===== src/rtl/div_pkg.sv =====
// Shared constants and state encoding for the iterative divider.
package div_pkg;

  localparam int DIV_DATA_W = 32;

  typedef enum logic [1:0] {
    DivFree   = 2'b00,
    DivByZero = 2'b01,
    DivOn     = 2'b10,
    DivEnd    = 2'b11
  } div_state_e;

  localparam logic DivResultReady    = 1'b1;
  localparam logic DivResultNotReady = 1'b0;
  localparam logic DivStart          = 1'b1;
  localparam logic DivStop           = 1'b0;

endpackage : div_pkg


===== src/rtl/div.sv =====
// Radix-2 restoring divider for DIV/DIVU. Works on operand magnitudes for
// DATA_W iterations, then applies the sign fix and returns {rem, quo}.
module div
  import div_pkg::*;
#(
  parameter int DATA_W = DIV_DATA_W
) (
  input  logic                  clk,
  input  logic                  rst,
  input  logic                  signed_div_i,
  input  logic [DATA_W-1:0]     opdata1_i,
  input  logic [DATA_W-1:0]     opdata2_i,
  input  logic                  start_i,
  input  logic                  annul_i,
  output logic [2*DATA_W-1:0]   result_o,
  output logic                  ready_o
);

  localparam int CNT_W = $clog2(DATA_W + 1);

  div_state_e           state_q, state_d;
  logic [CNT_W-1:0]     cnt_q, cnt_d;
  logic [DATA_W-1:0]    dvd_q, dvd_d;    // dividend magnitude, becomes quotient
  logic [DATA_W-1:0]    dsr_q, dsr_d;    // divisor magnitude
  logic [DATA_W-1:0]    rem_q, rem_d;    // partial remainder
  logic                 neg_quo_q, neg_quo_d;
  logic                 neg_rem_q, neg_rem_d;
  logic [2*DATA_W-1:0]  result_q, result_d;
  logic                 ready_q, ready_d;

  logic [DATA_W:0]      shifted;
  logic [DATA_W:0]      diff;

  function automatic logic [DATA_W-1:0] neg(input logic [DATA_W-1:0] v);
    return ~v + DATA_W'(1);
  endfunction

  function automatic logic [DATA_W-1:0] mag(input logic [DATA_W-1:0] v,
                                            input logic               is_signed);
    return (is_signed && v[DATA_W-1]) ? neg(v) : v;
  endfunction

  // One restoring step: shift in the next dividend MSB and trial-subtract.
  always_comb begin
    shifted = {rem_q, dvd_q[DATA_W-1]};
    diff    = shifted - {1'b0, dsr_q};
  end

  // Next-state and datapath control.
  always_comb begin
    state_d   = state_q;
    cnt_d     = cnt_q;
    dvd_d     = dvd_q;
    dsr_d     = dsr_q;
    rem_d     = rem_q;
    neg_quo_d = neg_quo_q;
    neg_rem_d = neg_rem_q;
    result_d  = result_q;
    ready_d   = ready_q;

    case (state_q)
      DivFree: begin
        ready_d  = DivResultNotReady;
        result_d = '0;
        if (start_i == DivStart && !annul_i) begin
          if (opdata2_i == '0) begin
            state_d = DivByZero;
          end else begin
            state_d   = DivOn;
            cnt_d     = '0;
            dvd_d     = mag(opdata1_i, signed_div_i);
            dsr_d     = mag(opdata2_i, signed_div_i);
            rem_d     = '0;
            neg_quo_d = signed_div_i && (opdata1_i[DATA_W-1] ^ opdata2_i[DATA_W-1]);
            neg_rem_d = signed_div_i && opdata1_i[DATA_W-1];
          end
        end
      end

      DivByZero: begin
        if (annul_i) begin
          state_d  = DivFree;
          ready_d  = DivResultNotReady;
          result_d = '0;
          cnt_d    = '0;
        end else begin
          state_d  = DivEnd;
          ready_d  = DivResultReady;
          result_d = '0;
        end
      end

      DivOn: begin
        if (annul_i) begin
          state_d  = DivFree;
          ready_d  = DivResultNotReady;
          result_d = '0;
          cnt_d    = '0;
        end else if (cnt_q != CNT_W'(DATA_W)) begin
          if (!diff[DATA_W]) begin
            rem_d = diff[DATA_W-1:0];
            dvd_d = {dvd_q[DATA_W-2:0], 1'b1};
          end else begin
            rem_d = shifted[DATA_W-1:0];
            dvd_d = {dvd_q[DATA_W-2:0], 1'b0};
          end
          cnt_d = cnt_q + CNT_W'(1);
        end else begin
          result_d = {(neg_rem_q ? neg(rem_q) : rem_q),
                      (neg_quo_q ? neg(dvd_q) : dvd_q)};
          ready_d  = DivResultReady;
          state_d  = DivEnd;
        end
      end

      DivEnd: begin
        if (start_i == DivStop) begin
          state_d  = DivFree;
          ready_d  = DivResultNotReady;
          result_d = '0;
        end
      end

      default: state_d = DivFree;
    endcase
  end

  // State and datapath registers with synchronous reset.
  always_ff @(posedge clk) begin
    if (rst) begin
      state_q   <= DivFree;
      cnt_q     <= '0;
      dvd_q     <= '0;
      dsr_q     <= '0;
      rem_q     <= '0;
      neg_quo_q <= 1'b0;
      neg_rem_q <= 1'b0;
      result_q  <= '0;
      ready_q   <= DivResultNotReady;
    end else begin
      state_q   <= state_d;
      cnt_q     <= cnt_d;
      dvd_q     <= dvd_d;
      dsr_q     <= dsr_d;
      rem_q     <= rem_d;
      neg_quo_q <= neg_quo_d;
      neg_rem_q <= neg_rem_d;
      result_q  <= result_d;
      ready_q   <= ready_d;
    end
  end

  assign result_o = result_q;
  assign ready_o  = ready_q;

endmodule : div


===== config.mk =====
export PLATFORM = sky130hd
export DESIGN_NAME = div
export DESIGN_NICKNAME = d
export VERILOG_FILES = /design/src/rtl/div_pkg.sv /design/src/rtl/div.sv
export SDC_FILE = /design/constraint.sdc
export NUM_CORES = 1
export LEC_CHECK = 0
export CORE_MARGIN = 1
export CORE_UTILIZATION = 57
export CTS_CLUSTER_SIZE = 8
export DETAILED_ROUTE_END_ITERATION = 8
export HOLD_SLACK_MARGIN = 0.05
export PLACE_DENSITY = 0.89
export SETUP_SLACK_MARGIN = 0.02
export SYNTH_ARGS = -nofsm -noshare
export SYNTH_HDL_FRONTEND = slang
export SYNTH_SLANG_ARGS = --single-unit

===== constraint.sdc =====
create_clock -name clk -period 3.6 [get_ports clk]
set_input_delay 0.54 -clock clk [delete_from_list [all_inputs] [get_ports clk]]
set_output_delay 0.54 -clock clk [all_outputs]
set_load 0.05 [all_outputs]

# After elaboration in Yosys (flattened, before gate mapping)
# Index checks and enable logic that the tools add are counted.
[totals]
word_cells = 86
out_inout_bits = 65
ff_bits = 171
[op_classes]
bitwise = 6
n_eq_ne = 12
reduce_logical = 15
n_mux = 38
n_addsub = 6
[op_table]
columns = ["op", "count"]
rows = [
  ["two-way mux 32 bit", 13],
  ["two-way mux 64 bit", 3],
  ["case mux 64 bit (3 select lines)", 1],
  ["adder 32 x 1 -> 32 bit (second input constant)", 4],
  ["NOT 32 bit", 4],
  ["case mux 32 bit (2 select lines)", 2],
  ["subtractor 33 x 32 -> 33 bit", 1],
  ["logical NOT 32 bit", 1],
  ["two-way mux 6 bit", 5],
  ["case mux 6 bit (3 select lines)", 1],
  ["two-way mux 2 bit", 6],
  ["!= test 2 bit (second input constant)", 6],
  ["AND reduction 5 bit", 2],
  ["case mux 2 bit (4 select lines)", 1],
  ["adder 6 x 1 -> 6 bit (second input constant)", 1],
  ["!= test 3 bit (second input constant)", 2],
  ["!= test 6 bit (second input constant)", 1],
  ["AND reduction 3 bit", 2],
  ["two-way mux 1 bit", 5],
  ["equality test 2 bit (second input constant)", 2],
  ["logical AND 1 bit", 4],
  ["case mux 1 bit (4 select lines)", 1],
  ["nonzero test 3 bit", 1],
  ["equality test 2 x 1 -> 1 bit (second input constant)", 1],
  ["other kinds (7)", 7],
]

# Logic depth before layout (Yosys ltp)
# Gate-level depths: netlist (run 1).
[depth]
depth_word = 6
ltp_mapped = 14
mapped_depth_nobuf = 12

# Least setup slack after synthesis (run 1)
# Ideal clock, no wire load.
[synth_path]
path_type = "register to register"
from = "register dvd_q[31]"
to = "register rem_q[0]"
required_time_ps = 3483
path_stages_with_launch = 14
arrival_ps = 2801
path_buffers = 2
setup_ps = 117
slack_ps = 682
period_less_slack_ps = 2918
path_cell_list = "dfxtp_1 inv_1 ha_1 fa_1 nand2b_1 a21oi_1 o41ai_1 a21oi_1 o211a_1 o211ai_1 clkbuf_1 clkbuf_1 o21ai_0 a22o_1"
[synth_between]
elab_chain_cells = 5
[synth_rtl]
columns = ["item", "line_no", "rtl"]
rows = [
  ["from (decl)", "div.sv:23", "logic [DATA_W-1:0] dvd_q, dvd_d;"],
  ["from (signal assigned)", "div.sv:143", "dvd_q <= dvd_d;"],
  ["subtractor 33 x 32 -> 33 bit", "div.sv:46", "diff = shifted - {1'b0, dsr_q};"],
  ["two-way mux 32 bit (*)", "div.sv:100", "if (!diff[DATA_W]) begin"],
  ["two-way mux 32 bit (*)", "div.sv:99", "end else if (cnt_q != CNT_W'(DATA_W)) begin"],
  ["two-way mux 32 bit (*)", "div.sv:94", "if (annul_i) begin"],
  ["case mux 32 bit (2 select lines) (*)", "div.sv:61", "case (state_q)"],
  ["to (signal assigned)", "div.sv:145", "rem_q <= rem_d;"],
  ["to (decl)", "div.sv:25", "logic [DATA_W-1:0] rem_q, rem_d;"],
]
# Mark *: on every way between the ends. The rest lies on a longest branch, timed or not. The select of a mux whose other input is x is not followed.
# A chain may end at the register's enable or synchronous reset.

# Worst setup path in the final report (run 1)
[layout_path]
from = "register dvd_q[31]"
to = "register rem_q[25]"
[layout_between]
elab_chain_cells = 5
[layout_rtl]
columns = ["item", "line_no"]
rows = [
  ["subtractor 33 x 32 -> 33 bit", "div.sv:46"],
  ["two-way mux 32 bit", "div.sv:100"],
  ["two-way mux 32 bit", "div.sv:99"],
  ["two-way mux 32 bit", "div.sv:94"],
  ["case mux 32 bit (2 select lines)", "div.sv:61"],
]
# No other way between the ends. The select of a mux whose other input is x is not followed.

==> results of run 1 <==
## power groups by stage
stage	clock network, uW	registers, uW	logic, uW
3_5_place_dp	0	2460	3200
2_1_floorplan	0	2430	2330
6_report	1840	2440	3300
5_1_grt	1930	2470	3590
3_3_place_gp	0	2440	3130
4_1_cts	1840	2420	3240
## path summary, 6_finish.rpt
path	slack (ps)	end	startpoint
setup / recovery	220	rem_q[25]	dvd_q[31]
hold / removal	460	dsr_q[22]	dsr_q[22]
setup reg to reg	220	rem_q[25]	dvd_q[31]
hold reg to reg	460	dsr_q[22]	dsr_q[22]
## metal layers
metal | up-vias | global-route usage | part of all wire | wire, um
met4 | 0 | 0.1423 | 0.039 | 1187
met5 | - | 0 | 0 | 0
met1 | 5092 | 0.3767 | 0.42 | 12810
met3 | 87 | 0.05333 | 0.057 | 1736
met2 | 404 | 0.5347 | 0.49 | 14960
li1 | 5221 | - | - | -
## cells in the mapped netlist (3+ instances only)
cell and count:
sky130_fd_sc_hd__nand2_1 176, sky130_fd_sc_hd__dfxtp_1 171, sky130_fd_sc_hd__nor2_1 150, sky130_fd_sc_hd__o21ai_0 114
sky130_fd_sc_hd__a21oi_1 113, sky130_fd_sc_hd__xnor2_1 90, sky130_fd_sc_hd__clkbuf_1 80, sky130_fd_sc_hd__xor2_1 58
sky130_fd_sc_hd__inv_1 54, sky130_fd_sc_hd__ha_1 43, sky130_fd_sc_hd__a211oi_1 36, sky130_fd_sc_hd__nor3_1 33
sky130_fd_sc_hd__a22oi_1 29, sky130_fd_sc_hd__a22o_1 26, sky130_fd_sc_hd__a21o_1 21, sky130_fd_sc_hd__o31ai_1 18
sky130_fd_sc_hd__nand2b_1 17, sky130_fd_sc_hd__nand3_1 16, sky130_fd_sc_hd__o41ai_1 15, sky130_fd_sc_hd__or4_1 14
sky130_fd_sc_hd__nor4_1 12, sky130_fd_sc_hd__mux2i_1 11, sky130_fd_sc_hd__or3_1 11, sky130_fd_sc_hd__a32oi_1 10
sky130_fd_sc_hd__o21a_1 8, sky130_fd_sc_hd__nand4_1 7, sky130_fd_sc_hd__o211ai_1 6, sky130_fd_sc_hd__a21boi_0 5
sky130_fd_sc_hd__and3_1 5, sky130_fd_sc_hd__nor2b_1 5, sky130_fd_sc_hd__and2_1 4, sky130_fd_sc_hd__o21bai_1 4
sky130_fd_sc_hd__a31oi_1 3, sky130_fd_sc_hd__nor3b_1 3, sky130_fd_sc_hd__o22ai_1 3, sky130_fd_sc_hd__o31a_1 3
## cells by family (layout without fill, tap and decap cells)
kind of cell,count (synthesis),after routing,synth area share
DFF,171,171,0.3153
muxes,11,11,0.01014
buffers and inverters,138,253,0.04794
and+or+nand+nor,473,473,0.1985
xor gates and xnor gates,148,148,0.1194
adders and majority gates,44,44,0.05140
AOI/OAI and AO/OA,431,431,0.2574
## layout make-up
type | count | share of cell area
flip-flops and latches | 171 | 0.2619
inverters | 54 | 0.01551
clock buffers | 18 | 0.03360
repair buffers | 168 | 0.1256
well taps | 234 | 0.02240
multi-input cells | 1107 | 0.5301
clock inverters | 13 | 0.01091
## placed cells by master, fill, tap and decap left out, drive strengths merged, types with 17 or more instances in the layout
master,Yosys,final
a21o,21,21
ha,43,43
or4,17,17
nor3,33,33
nand2,177,177
inv,54,57
o41ai,17,17
a211oi,36,36
o21ai,114,114
o31ai,19,19
clkbuf,80,18
clkdlybuf4s50,0,132
nand2b,17,17
a22oi,29,29
buf,4,36
nor2,151,151
dfxtp,171,171
xnor2,90,90
a21oi,114,114
a22o,26,26
xor2,58,58
## critical path, delay by kind of cell, from the launching register on
| family | cells | cell delay (ps) |
|---|---|---|
| flops | 1 | 410 |
| compound gates | 6 | 1490 |
| simple gates | 2 | 470 |
| buf+inv | 2 | 250 |
| fa+ha+maj | 2 | 640 |
## per-stage QoR
stage | hold WS, ps | setup WS [ps] | utilization
floorplan | 431.9 | 682.1 | -
global placement | 440.9 | 190.5 | 0.6677
detailed placement | 453.0 | 122.0 | 0.6677
CTS | 460.1 | 292.7 | 0.6988
global route | 483.8 | 107.2 | 0.6988
finish | 462.1 | 223.1 | 0.6988
## registers in the layout (all words and copies together) (netlist names)
name	count
result_o	64
rem_q	32
ready_o	1
dsr_q	32
neg_rem_q	1
dvd_q	32
neg_quo_q	1
state_q	2
cnt_q	6
==> impl_metrics.sql, run 1 <==
INSERT INTO impl_metrics (metric_group, metric, value, unit) VALUES
('route', 'detail_route.drc_violations', '0', ''),
('route', 'wl_per_cell', '17.39', 'um'),
('pwr', 'power_per_cell_area', '579.7', 'nW/um^2'),
('clock_tree', 'clock_slew_at_reported_path_ffs', '70', 'ps'),
('critical_path', 'worst_setup_path_end_kind', 'flop', ''),
('synthesis', 'fraction_of_registers_with_async_set_or_reset_after_synthesis', '0', ''),
('place', 'post_dp_cell_area', '12490', 'sq um'),
('grt', 'grt_start_max_net_pins', '67', ''),
('clock_tree', 'cts_tree', 'built', ''),
('finish', 'nNetsFinal', '1632', ''),
('synthesis', 'synth_sequential_area_ratio', '0.3153', ''),
('clock_tree', 'clock-root-buffer', 'sky130_fd_sc_hd__clkbuf_16', ''),
('clock_tree', 'clockBufferDepth', '2', ''),
('pwr', 'clkPwrFrac', '0.243', ''),
('grt', 'grt_pass1_vias', '10000', ''),
('finish', 'final.fill_count', '1466', ''),
('synthesis', 'synthDominantCellAreaShare', '0.3153', ''),
('clock_tree', 'post_cts_buffers', '0', ''),
('pwr', 'seq_power_share', '0.322', ''),
('floorplanning', 'placementRows', '50', ''),
('critical_path', 'crit_path_start_kind', 'flop', ''),
('floorplanning', 'initial_util', '0.5804', ''),
('place', 'globalplace.congestion', '0.9671', ''),
('route', 'drt-initial-drc-count', '755', ''),
('finish', 'areaGrowthSynthToFinish', '20.40', '%'),
('synthesis', 'syn-instance-count', '1416', ''),
('finish', 'layout-drive-gt1-share', '0.05748', ''),
('grt', 'globalRouteTotalUtil', '0.3101', ''),
('synthesis', 'syn-mean-instance-area', '7.667', 'sq um'),
('run_status', 'result_of_the_run', 'completed', ''),
('critical_path', 'required', '3940', 'ps'),
('critical_path', 'crit_type', 'reg2reg', ''),
('finish', 'multi_input_comb_area', '6929', 'sq um'),
('place', 'dpl.hpwl', '22380', 'um'),
('synthesis', 'synth_top_cell_by_area', 'sky130_fd_sc_hd__dfxtp_1', ''),
('critical_path', 'r2r_worst_path_depth', '12', ''),
('critical_path', 'timing.critical_path.fanout_max', '8', ''),
('pwr', 'swShare', '0.4144', ''),
('critical_path', 'worst_path_largest_cell_delay', '410', 'ps'),
('sta', 'worst-slew-pin-transition', '1233', 'ps'),
('pwr', 'combPwrFrac', '0.436', ''),
('finish', 'flip_flop_and_latch_area', '3423', 'sq um'),
('pwr', 'power.internal', '4437', 'uW'),
('clock_tree', 'clk_latency', '430', 'ps'),
('floorplanning', 'core_area', '18710', 'sq um'),
('route', 'vias_per_cell', '6.121', ''),
('sta', 'fmaxAchievable', '0.2961', 'GHz'),
('floorplanning', 'number_of_placed_i_o_pins', '134', ''),
('grt', 'grt_first_pass_wirelength', '49100', 'um'),
('synthesis', 'post_synthesis_cell_area', '10860', 'sq um'),
('sta', 'maxSlewHeadroom', '0.1745', ''),
('synthesis', 'synth_area_leaders', 'sky130_fd_sc_hd__dfxtp_1 32%, sky130_fd_sc_hd__xnor2_1 7.3%, sky130_fd_sc_hd__nand2_1 6.1%', ''),
('route', 'totalWireLength', '30690', 'um'),
('run', 'max_cap_viol_count', '0', ''),
('sta', 'final.period_utilization', '0.9380', ''),
('place', 'io_buffer_count', '133', ''),
('grt', 'grt-ovfl-total', '0', ''),
('synthesis', 'number_of_synthesized_flops_with_an_enable_pin', '0', ''),
('synthesis', 'syn-num-nets', '1529', ''),
('critical_path', 'cp_data_arrival_time', '3720', 'ps'),
('hold_path', 'worstHoldPathType', 'reg2reg', ''),
('sta', 'skew', '9.700', 'ps'),
('route', 'postRouteAntennaNets', '0', ''),
('synthesis', 'synth.yosys.warnings', '0', ''),
('synthesis', 'synth_top_flop_cell', 'sky130_fd_sc_hd__dfxtp_1', ''),
('sta', 'final_hold_fails', '0', ''),
('pwr', 'power_switching', '3140', 'uW'),
('sta', 'unrepaired_setup_endpoints_after_global_routing', 'false', ''),
('route', 'detailroute.via_count', '10800', ''),
('sta', 'final_report_max_slew_violation_count', '0', ''),
('clock_tree', 'clkSinkCount', '171', '');
Power figures use the tool's default switching activity.
==> run 2: changes to the inputs <==
- GPL_ROUTABILITY_DRIVEN: unset -> 0
- RECOVER_POWER: unset -> 25
==> impl_metrics.sql, run 2 (synthesis results as in run 1) <==
INSERT INTO impl_metrics (metric_group, metric, value, unit) VALUES
('run_status', 'result_of_the_run', 'completed', ''),
('pwr', 'power_per_cell_area', '583.6', 'nW/um^2'),
('grt', 'grt_first_pass_wirelength', '49530', 'um'),
('finish', 'largest_register_ff_count', '64', ''),
('finish', 'areaGrowthSynthToFinish', '20.97', '%'),
('sta', 'setup_violations_final', '0', ''),
('sta', 'final.period_utilization', '0.9112', ''),
('clock_tree', 'clockBufferDepth', '2', ''),
('sta', 'hold-worst-slack', '461.5', 'ps'),
('place', 'post_dp_cell_area', '12500', 'sq um'),
('sta', 'fmaxAchievable', '0.3049', 'GHz'),
('finish', 'final_util', '0.7021', ''),
('clock_tree', 'clk_latency', '440', 'ps'),
('critical_path', 'crit_path_start_kind', 'flop', ''),
('route', 'totalWireLength', '30060', 'um'),
('critical_path', 'required', '3980', 'ps'),
('clock_tree', 'clkSinkCount', '171', ''),
('pwr', 'power.ir.vdd_worst', '360.4', 'uV'),
('critical_path', 'cp_data_arrival_time', '3660', 'ps'),
('finish', 'final_cell_area', '13130', 'sq um'),
('sta', 'clock_period_minus_worst_slack', '3280', 'ps'),
('critical_path', 'timing.critical_path.fanout_max', '38', ''),
('route', 'detail_route.drc_violations', '0', ''),
('route', 'postRouteAntennaNets', '0', ''),
('critical_path', 'worst_setup_path_end_kind', 'flop', ''),
('grt', 'grt_pass1_vias', '10180', ''),
('critical_path', 'timing.critical_path.slowest_stage_cell', 'sky130_fd_sc_hd__or4_1', ''),
('sta', 'worst-slew-pin-transition', '1164', 'ps'),
('sta', 'maxSlewHeadroom', '0.2206', ''),
('run', 'max_cap_viol_count', '0', ''),
('floorplanning', 'die_w', '140.0', 'um'),
('place', 'io_buffer_count', '133', ''),
('hold_path', 'worstHoldPathType', 'reg2reg', ''),
('pwr', 'swShare', '0.4106', ''),
('route', 'vias_per_cell', '6.177', ''),
('sta', 'layout_setup_ws', '319.8', 'ps'),
('clock_tree', 'cts_inserted_buffers', '17', ''),
('finish', 'nNetsFinal', '1634', ''),
('sta', 'final_report_max_slew_violation_count', '0', ''),
('route', 'drt-pass1-iter-count', '6', ''),
('floorplanning', 'initial_util', '0.5804', ''),
('grt', 'grt_start_max_net_pins', '67', ''),
('route', 'detailroute.via_count', '10920', ''),
('grt', 'grt-ovfl-total', '0', ''),
('place', 'dpl.hpwl', '21840', 'um'),
('sta', 'final_hold_fails', '0', ''),
('floorplanning', 'core_area', '18710', 'sq um'),
('sta', 'finalSetupTns', '0', 'ps'),
('finish', 'layout-drive-gt1-share', '0.05997', ''),
('sta', 'skew', '13.25', 'ps'),
('critical_path', 'crit_type', 'reg2reg', ''),
('finish', 'most-common-layout-cells', '176 x sky130_fd_sc_hd__nand2_1, 171 x sky130_fd_sc_hd__dfxtp_1, 149 x sky130_fd_sc_hd__nor2_1', ''),
('floorplanning', 'number_of_placed_i_o_pins', '134', ''),
('pwr', 'p_leak', '0.005293', 'uW'),
('place', 'place_worst_setup_slack', '74.69', 'ps'),
('pwr', 'power.internal', '4518', 'uW'),
('pwr', 'clkPwrFrac', '0.255', ''),
('grt', 'antenna_found_initial', '0', ''),
('pwr', 'combPwrFrac', '0.428', ''),
('pwr', 'power_switching', '3148', 'uW'),
('finish', 'final_common_cell', 'sky130_fd_sc_hd__nand2_1', ''),
('clock_tree', 'cts.repair.resized', '0', ''),
('clock_tree', 'clock-root-buffer', 'sky130_fd_sc_hd__clkbuf_16', ''),
('grt', 'globalRouteTotalUtil', '0.3110', ''),
('sta', 'unrepaired_setup_endpoints_after_global_routing', 'false', ''),
('finish', 'total_inserted_antenna_cells', '0', ''),
('critical_path', 'worst_path_largest_cell_delay', '470', 'ps'),
('clock_tree', 'cts_hold_repair.buffers', '0', ''),
('floorplanning', 'dieArea', '19600', 'sq um'),
('critical_path', 'critical_path.cell_chain', 'inv_1, ha_1, fa_1, nand2b_1, a21oi_1, o41ai_1, buf_4, a21oi_2, o211a_1, o211ai_1, buf_12, or4_1, nand3_1', ''),
('route', 'wl_per_cell', '17.00', 'um'),
('route', 'drt-initial-drc-count', '1015', ''),
('clock_tree', 'htreeDepth', '4', ''),
('clock_tree', 'cts_tree', 'built', ''),
('pwr', 'seq_power_share', '0.317', ''),
('floorplanning', 'dieHeight', '140.0', 'um'),
('clock_tree', 'clock_slew_at_reported_path_ffs', '70', 'ps'),
('clock_tree', 'post_cts_buffers', '0', ''),
('floorplanning', 'placementRows', '50', '');
## run 2: cell count changes in the layout (fill, tap and decap cells not counted), sizes merged
cell | previous run | this run
bufinv | 2 | 3
dlygate4sd3 | 0 | 59
inv | 57 | 58
clkinv | 4 | 3
clkdlybuf4s50 | 132 | 73
buf | 36 | 38
## run 2: power groups by stage
stage	Clock (uW)	Sequential [uW]	Combinational, uW
floorplan	0	2430	2330
global placement	0	2440	3100
detailed placement	0	2460	3180
CTS	1960	2420	3220
global route	2040	2460	3620
finish	1960	2430	3280
## run 2: per-stage QoR
stage | std cells | power [uW]
final | 1768 | 7665
after global routing | 1768 | 8117
after CTS | 1768 | 7599
after detailed placement | 1736 | 5634
after global placement | 1736 | 5544
after floorplan | 1416 | 4759
## run 2: layout make-up
| type | instances | area (sq um) |
|---|---|---|
| Tap cell | 234 | 292.8 |
| Timing Repair Buffer | 170 | 1657 |
| Clock inverter | 14 | 186.4 |
| Clock buffer | 18 | 439.2 |
| Fill cell | 1397 | 5572 |
| Inverter | 54 | 202.7 |
| Sequential cell | 171 | 3423 |
| Multi-Input combinational cell | 1107 | 6933 |
## run 2: worst paths after layout
check             from         to  slack [ps]  depth (start not counted)
max          dvd_q[31]  rem_q[28]         320                         13
max reg2reg  dvd_q[31]  rem_q[28]         320                         13
min reg2reg  dsr_q[31]  dsr_q[31]         460                          2
min          dsr_q[31]  dsr_q[31]         460                          2
## run 2: worst max-delay path, delay by kind of cell (launching register included)
family / cells / cell delay (ps)
AND/OR/NAND/NOR: 3 / 720
buffers and inverters: 3 / 490
flip-flops: 1 / 410
adder cells (fa/ha/maj): 2 / 620
AO/OA/AOI/OAI: 5 / 960
## run 2: layer usage
metal | share of wire | GRT usage | vias to the layer above
met3 | 0.073 | 0.05641 | 108
met4 | 0.043 | 0.1411 | 0
met5 | 0 | 0 | -
li1 | - | - | 5223
met2 | 0.47 | 0.5345 | 515
met1 | 0.41 | 0.3779 | 5075
